File: src/rtl/hamming_decode_scheduler_pkg.sv
// Shared types and the Hamming(7,4) syndrome helper for the decode scheduler.
// Codeword bit k-1 holds Hamming position k.
package hds_pkg;

  localparam int CW_W = 7;
  localparam int DW   = 4;

  typedef logic [CW_W-1:0] codeword_t;
  typedef logic [DW-1:0]   nibble_t;

  // Returns {s3,s2,s1}; pt=1 selects odd parity.
  function automatic logic [2:0] syndrome(input codeword_t c, input logic pt);
    return {c[3] ^ c[4] ^ c[5] ^ c[6] ^ pt,
            c[1] ^ c[2] ^ c[5] ^ c[6] ^ pt,
            c[0] ^ c[2] ^ c[4] ^ c[6] ^ pt};
  endfunction

endpackage

File: src/rtl/hamming_decode_scheduler_if.sv
// Codeword request streams in, corrected tagged results out.
// master = upstream/downstream side, slave = the scheduler.
interface hamming_decode_scheduler_if #(
  parameter int N_CH = 4
);
  import hds_pkg::*;

  localparam int CH_W = $clog2(N_CH);

  logic [N_CH-1:0]      in_valid;
  logic [CW_W*N_CH-1:0] in_code;
  logic [N_CH-1:0]      in_ready;
  logic                 out_valid;
  logic                 out_ready;
  nibble_t              out_data;
  logic [CH_W-1:0]      out_ch;
  logic                 out_err;

  modport master (
    output in_valid, in_code, out_ready,
    input  in_ready, out_valid, out_data, out_ch, out_err
  );

  modport slave (
    input  in_valid, in_code, out_ready,
    output in_ready, out_valid, out_data, out_ch, out_err
  );

endinterface

File: src/rtl/hamming_decode_scheduler_correct.sv
// Combinational Hamming(7,4) single-error corrector; returns {c7,c6,c5,c3}.
// Only data positions are ever repaired, so parity-bit syndromes just raise err.
module hamming74_correct
  import hds_pkg::*;
(
  input  codeword_t code,
  input  logic      parity_type,
  output nibble_t   data,
  output logic      err
);

  logic [2:0] syn;

  always_comb begin
    syn     = syndrome(code, parity_type);
    data[3] = code[6] ^ (syn == 3'd7);
    data[2] = code[5] ^ (syn == 3'd6);
    data[1] = code[4] ^ (syn == 3'd5);
    data[0] = code[2] ^ (syn == 3'd3);
    err     = (syn != 3'd0);
  end

endmodule

File: src/rtl/hamming_decode_scheduler.sv
// Round-robin scheduler sharing one Hamming(7,4) corrector between N_CH channels.
// Define HDS_ERR_COUNT_EN to add per-channel saturating error counters (clr_cnt/err_cnt).
module hamming_decode_scheduler
  import hds_pkg::*;
#(
  parameter int N_CH = 4
`ifdef HDS_ERR_COUNT_EN
  ,
  parameter int CNT_W = 8
`endif
) (
  input  logic clk,
  input  logic rst_n,
  input  logic parity_type,
`ifdef HDS_ERR_COUNT_EN
  input  logic                  clr_cnt,
  output logic [CNT_W*N_CH-1:0] err_cnt,
`endif
  hamming_decode_scheduler_if.slave bus
);

  localparam int CH_W = $clog2(N_CH);
  localparam logic [CH_W-1:0] LAST_CH = CH_W'(N_CH - 1);

  logic [CH_W-1:0] rr_ptr_q, rr_ptr_d;
  logic            out_valid_q, out_valid_d;
  nibble_t         out_data_q, out_data_d;
  logic [CH_W-1:0] out_ch_q, out_ch_d;
  logic            out_err_q, out_err_d;

  logic            adv;
  logic            found;
  logic [CH_W-1:0] gnt_idx;
  logic [N_CH-1:0] grant;
  codeword_t       code_sel;
  nibble_t         dec_data;
  logic            dec_err;

  function automatic logic [CH_W-1:0] ch_at(input logic [CH_W-1:0] base, input int unsigned off);
    int unsigned s;
    s = 32'(base) + off;
    if (s >= N_CH) s = s - N_CH;
    return CH_W'(s);
  endfunction

  // Priority search starting at rr_ptr, wrapping past the last channel.
  always_comb begin
    found   = 1'b0;
    gnt_idx = '0;
    for (int i = 0; i < N_CH; i++) begin
      if (!found && bus.in_valid[ch_at(rr_ptr_q, i)]) begin
        found   = 1'b1;
        gnt_idx = ch_at(rr_ptr_q, i);
      end
    end
    grant = '0;
    if (found) grant[gnt_idx] = 1'b1;
  end

  assign adv          = !out_valid_q || bus.out_ready;
  assign bus.in_ready = grant & {N_CH{adv}};
  assign code_sel     = bus.in_code[32'(gnt_idx)*CW_W +: CW_W];

  hamming74_correct u_correct (
    .code        (code_sel),
    .parity_type (parity_type),
    .data        (dec_data),
    .err         (dec_err)
  );

  always_comb begin
    out_valid_d = out_valid_q;
    out_data_d  = out_data_q;
    out_ch_d    = out_ch_q;
    out_err_d   = out_err_q;
    rr_ptr_d    = rr_ptr_q;
    if (adv) begin
      out_valid_d = found;
      if (found) begin
        out_data_d = dec_data;
        out_ch_d   = gnt_idx;
        out_err_d  = dec_err;
        rr_ptr_d   = (gnt_idx == LAST_CH) ? '0 : gnt_idx + 1'b1;
      end
    end
  end

  always_ff @(posedge clk or negedge rst_n) begin
    if (!rst_n) begin
      out_valid_q <= 1'b0;
      out_data_q  <= '0;
      out_ch_q    <= '0;
      out_err_q   <= 1'b0;
      rr_ptr_q    <= '0;
    end else begin
      out_valid_q <= out_valid_d;
      out_data_q  <= out_data_d;
      out_ch_q    <= out_ch_d;
      out_err_q   <= out_err_d;
      rr_ptr_q    <= rr_ptr_d;
    end
  end

  assign bus.out_valid = out_valid_q;
  assign bus.out_data  = out_data_q;
  assign bus.out_ch    = out_ch_q;
  assign bus.out_err   = out_err_q;

`ifdef HDS_ERR_COUNT_EN
  logic [CNT_W-1:0] err_cnt_q [N_CH];
  logic [CNT_W-1:0] err_cnt_d [N_CH];

  // Clear wins over a same-cycle increment; counters stick at all-ones.
  always_comb begin
    for (int i = 0; i < N_CH; i++) begin
      err_cnt_d[i] = err_cnt_q[i];
      if (clr_cnt) begin
        err_cnt_d[i] = '0;
      end else if (adv && found && dec_err && gnt_idx == CH_W'(i) && err_cnt_q[i] != '1) begin
        err_cnt_d[i] = err_cnt_q[i] + 1'b1;
      end
    end
  end

  always_ff @(posedge clk or negedge rst_n) begin
    if (!rst_n) begin
      for (int i = 0; i < N_CH; i++) err_cnt_q[i] <= '0;
    end else begin
      for (int i = 0; i < N_CH; i++) err_cnt_q[i] <= err_cnt_d[i];
    end
  end

  for (genvar g = 0; g < N_CH; g++) begin : g_cnt
    assign err_cnt[g*CNT_W +: CNT_W] = err_cnt_q[g];
  end
`endif

endmodule

File: src/flat_wrapper.sv
// flat-port wrapper written by rule: the top's interface ports become plain ports
module hamming_decode_scheduler_flat import hds_pkg::*;
#(
  parameter int N_CH = 4

)
  (clk, rst_n, parity_type, bus_in_valid, bus_in_code, bus_out_ready, bus_in_ready, bus_out_valid, bus_out_data, bus_out_ch, bus_out_err);
  hamming_decode_scheduler_if #(.N_CH(N_CH)) bus_i ();
  input  logic clk;
  input  logic rst_n;
  input  logic parity_type;
  input wire logic [$bits(bus_i.in_valid)-1:0] bus_in_valid;
  input wire logic [$bits(bus_i.in_code)-1:0] bus_in_code;
  input wire logic [$bits(bus_i.out_ready)-1:0] bus_out_ready;
  output wire logic [$bits(bus_i.in_ready)-1:0] bus_in_ready;
  output wire logic [$bits(bus_i.out_valid)-1:0] bus_out_valid;
  output wire logic [$bits(bus_i.out_data)-1:0] bus_out_data;
  output wire logic [$bits(bus_i.out_ch)-1:0] bus_out_ch;
  output wire logic [$bits(bus_i.out_err)-1:0] bus_out_err;
  assign bus_i.in_valid = bus_in_valid;
  assign bus_i.in_code = bus_in_code;
  assign bus_i.out_ready = bus_out_ready;
  assign bus_in_ready = bus_i.in_ready;
  assign bus_out_valid = bus_i.out_valid;
  assign bus_out_data = bus_i.out_data;
  assign bus_out_ch = bus_i.out_ch;
  assign bus_out_err = bus_i.out_err;
  hamming_decode_scheduler #(.N_CH(N_CH)) u_core (.clk(clk), .rst_n(rst_n), .parity_type(parity_type), .bus(bus_i));
endmodule
File: config.mk
export PLATFORM = sky130hd
export DESIGN_NAME = hamming_decode_scheduler_flat
export DESIGN_NICKNAME = d
export VERILOG_FILES = /design/src/rtl/hamming_decode_scheduler_pkg.sv /design/src/rtl/hamming_decode_scheduler_if.sv /design/src/rtl/hamming_decode_scheduler_correct.sv /design/src/rtl/hamming_decode_scheduler.sv /design/src/flat_wrapper.sv
export SDC_FILE = /design/constraint.sdc
export NUM_CORES = 1
export LEC_CHECK = 0
export BUFFER_PORTS_ARGS = -buffer_cell sky130_fd_sc_hd__buf_2
export CORE_ASPECT_RATIO = 0.75
export CORE_UTILIZATION = 40
export DETAILED_ROUTE_END_ITERATION = 16
export PLACE_DENSITY = 0.69
export SLEW_MARGIN = 5
export SYNTH_ARGS = -nofsm -noshare
export SYNTH_HDL_FRONTEND = slang
export SYNTH_SLANG_ARGS = --single-unit
File: constraint.sdc
create_clock -name clk -period 3.1 [get_ports clk]
set_input_delay 0.155 -clock clk [delete_from_list [all_inputs] [get_ports clk]]
set_output_delay 0.155 -clock clk [all_outputs]
set_load 0.03 [all_outputs]
==> key figures <==
Routing
  • ANT nets after route: 0
  • Wire per inst: 13.3 um
  • Routed via count: 1,162
  • Detailed Route WL: 2890 um
  • Via density: 5.33
  • First-pass DRT Iterations: 4
  • Initial DRC Count: 36
  • DR DRC count: 0

Synthesis
  • Netlist Area Pre-Place: 1130 um^2
  • FF+latch count, synth: 10
  • Post-Synth XOR/XNOR Area: 13.2%
  • Mux contribution to synthesized area: 10.8%
  • Adder-cell share of the synthesized area: 4.42%
  • Largest family of logic cells by synthesized area: simple AND/OR/NAND/NOR gates
  • Synth Area in Compound Gates: 19.3%
  • Synth async-reset ratio: 100%
  • Post-Synth Simple-Gate Area: 25.6%
  • Synth warn: 0
  • Cell variety after synth: 40
  • Synth Flop Type: dfrtp_1
  • Avg Inst Size Synth: 8.86 um^2
  • Post-synth EDFFs: 0
  • Post-synthesis instance total: 128
  • Sequential-to-total area share from yosys stat: 22.1%
  • Syn nets: 168

Clock tree
  • Clock Latency Late Sink: 240 ps
  • CTS Sinks: 10
  • TritonCTS Buffers: 3
  • CTS max path bufs: 2
  • Clk slew on worst S/H paths: 50 ps
  • # H-tree levels: 1
  • Clock root cell: clkbuf_8
  • CTS tree: done

STA
  • Slew Limit Fails: 0
  • Clock Skew: 3.01 ps
  • WHS: 161 ps
  • Final setup viols: 0
  • Period minus WS final: 2950 ps
  • Fmax: 338 MHz
  • Final WS setup: 145 ps
  • Hold Vio Cnt, Final: 0
  • Max_slew headroom: 45.3%
  • Setup TNS: 0 ps
  • Worst slew pin tran: 821 ps
  • RSZ-0062 raised after global routing: false
  • Fin crit share: 95.3%

Floorplanning
  • Row count: 16
  • Starting Density: 42.9%
  • # IOs: 48
  • Die width: 63.5 um
  • Core ar.: 2640 um^2
  • Die area: 3050 um^2
  • Die height: 48.1 um

Global routing
  • Initial antenna violation count: 0
  • Pin count of the biggest net entering global routing: 16
  • Overflow left after global routing: 0
  • Vias in the first global route: 1,044
  • Gr usage total: 19.5%
  • First-pass GRT wire length: 4500 um

Worst hold path
  • Hold/Removal Path Class: input pin to flop
  • Min-delay src: bus_in_valid[2]

Placed design
  • Placed Cells: 213
  • DPL Wire Length: 2350 um
  • DP Worst Slack: 58.1 ps
  • Final Wtd Congestion: 0.913
  • Port Buffers: 47
  • Area post-placement: 1440 um^2

Critical path
  • R2r setup slk: 150 ps
  • Critical Path End: u_core.bus.out_data[2]
  • WS Path Type: flop to flop
  • Startpoint types: flop
  • Required @ worst endpoint: 3270 ps
  • Max Fanout on Critical Path: 15
  • Buffers & Inverters on Critical Path: 0
  • Top Family by Delay on Critical Path: simple AND/OR/NAND/NOR gates
  • Reg2Reg Depth: 9
  • Crit-path cells: nor2b_1 > or4b_4 > nand2_8 > mux2i_1 > mux2_2 > xor3_2 > xnor2_1 > or4_1 > nand3_1
  • FF-to-FF Start: u_core.rr_ptr_q[0]
  • CP Capture Type: flop
  • CP max-delay cell: or4b_4
  • CP max stage delay: 610 ps
  • CP arrival: 3130 ps
  • Capture point of the worst reg-to-reg path: u_core.bus.out_data[2]
  • Critical Path Source: u_core.rr_ptr_q[0]
  • Crit path depth: 9

Run
  • Max-capacitance violation count: 0

Power and ir drop
  • IR Drop Worst-Case VDD: 512 uV
  • Total power: 1.82 mW
  • NetSw: 0.876 mW
  • Clk pwr share: 9.1%
  • LEAKAGE: 0.738 nW
  • Flop pwr share: 12.3%
  • Internal Power: 0.945 mW
  • Combinational Power Share: 78.6%
  • Switching Share: 48.1%
  • Pwr dens: 1200 nW/um^2

Layout
  • Area grow syn2layout: 34.0%
  • Most common cell after layout, fill and taps aside: buf_2
  • Non-filler cells, final: 218
  • Most frequent cells in the layout: 47 x buf_2, 14 x nand2_1, 10 x mux2i_1, 10 x dfrtp_1, 9 x nand3_1
  • NumNets Final: 223
  • Post-layout util: 57.5%
  • Layout cells sized above 1: 39.6%
  • ANT cells: 0
  • Post-route cell area: 1520 um^2

Run status
  • Status: completed
==> power groups by stage <==
| stage | registers [mW] | logic (mW) | clock network (mW) |
|---|---|---|---|
| 2_1_floorplan | 0.305 | 0.953 | 0 |
| 3_3_place_gp | 0.222 | 1.36 | 0 |
| 3_5_place_dp | 0.225 | 1.41 | 0 |
| 4_1_cts | 0.223 | 1.41 | 0.172 |
| 5_1_grt | 0.231 | 1.57 | 0.175 |
| 6_report | 0.223 | 1.43 | 0.166 |
==> worst min path at each step <==
| stage | endpoint | cells after the start |
|---|---|---|
| CTS | u_core.bus.out_valid | 3 |
| floorplan | u_core.bus.out_ch[0] | 0 |
| detailed placement | u_core.bus.out_valid | 1 |
| global route | u_core.bus.out_valid | 3 |
| finish | u_core.bus.out_valid | 3 |
| global placement | u_core.bus.out_valid | 1 |
==> worst register-to-register path, delay by kind of cell (launching register included) <==
family        cells  cell delay (ps)
mux               2              430
simple gates      5             1470
xor+xnor          2              610
flops             1              380
==> synth_stat cells (2+ instances only) <==
cell type  count  share of area [%]
xnor2_4        2                4.9
dfrtp_1       10                 22
mux2i_1       10                8.8
buf_2          2               0.88
nor2b_1        5                2.8
ha_1           4                4.4
xnor2_1        5                3.9
nand4_1        2                1.1
nor4_1         2                1.1
inv_1          4                1.3
nand2_1       14                4.6
nor3b_1        2                1.3
nor2_1         7                2.3
xor2_1         3                2.3
mux2_2         2                2.0
a22oi_1        4                2.6
a21oi_1        5                2.2
or4_1          2                1.3
clkbuf_1       2               0.66
o21ai_0        6                2.6
and2_1         8                4.4
nand3_1        9                4.0
==> kinds of logic (layout without fill, tap and decap cells) <==
logic type | Yosys count | after routing
compound gates | 28 | 28
xor+xnor | 11 | 11
fa+ha+maj | 4 | 4
buf+inv | 10 | 64
flops | 10 | 10
mux | 12 | 12
simple gates | 53 | 53
==> flip-flops by register name, summed over array words and instances (netlist names) <==
signal                count
u_core.rr_ptr_q           2
u_core.bus.out_valid      1
u_core.bus.out_data       4
u_core.bus.out_err        1
u_core.bus.out_ch         2
==> per-layer routing <==
layer	GRT usage [%]	part of all wire [%]	vias to the layer above
li1	-	-	574
met1	23.9	46	538
met2	36.8	47	45
met3	1.40	5.6	5
met4	9.55	1.9	0
met5	0	0	-
==> timing repair <==
item                                   in CTS  in global routing
setup buffers                               0                  0
setup endpoints to repair                   0                  4
hold buffers                                1                  0
resized for setup                           0                  4
endpoints found under the hold margin      10                  0
==> area by class of cell <==
type                    count  area (um^2)
clock buffers               4         55.1
well taps                  36         45.0
inverters                   4         15.0
fillers                   252         1120
flip-flops and latches     10          250
multi-input cells         108          848
repair buffers             56          305
Power figures use the tool's default switching activity.
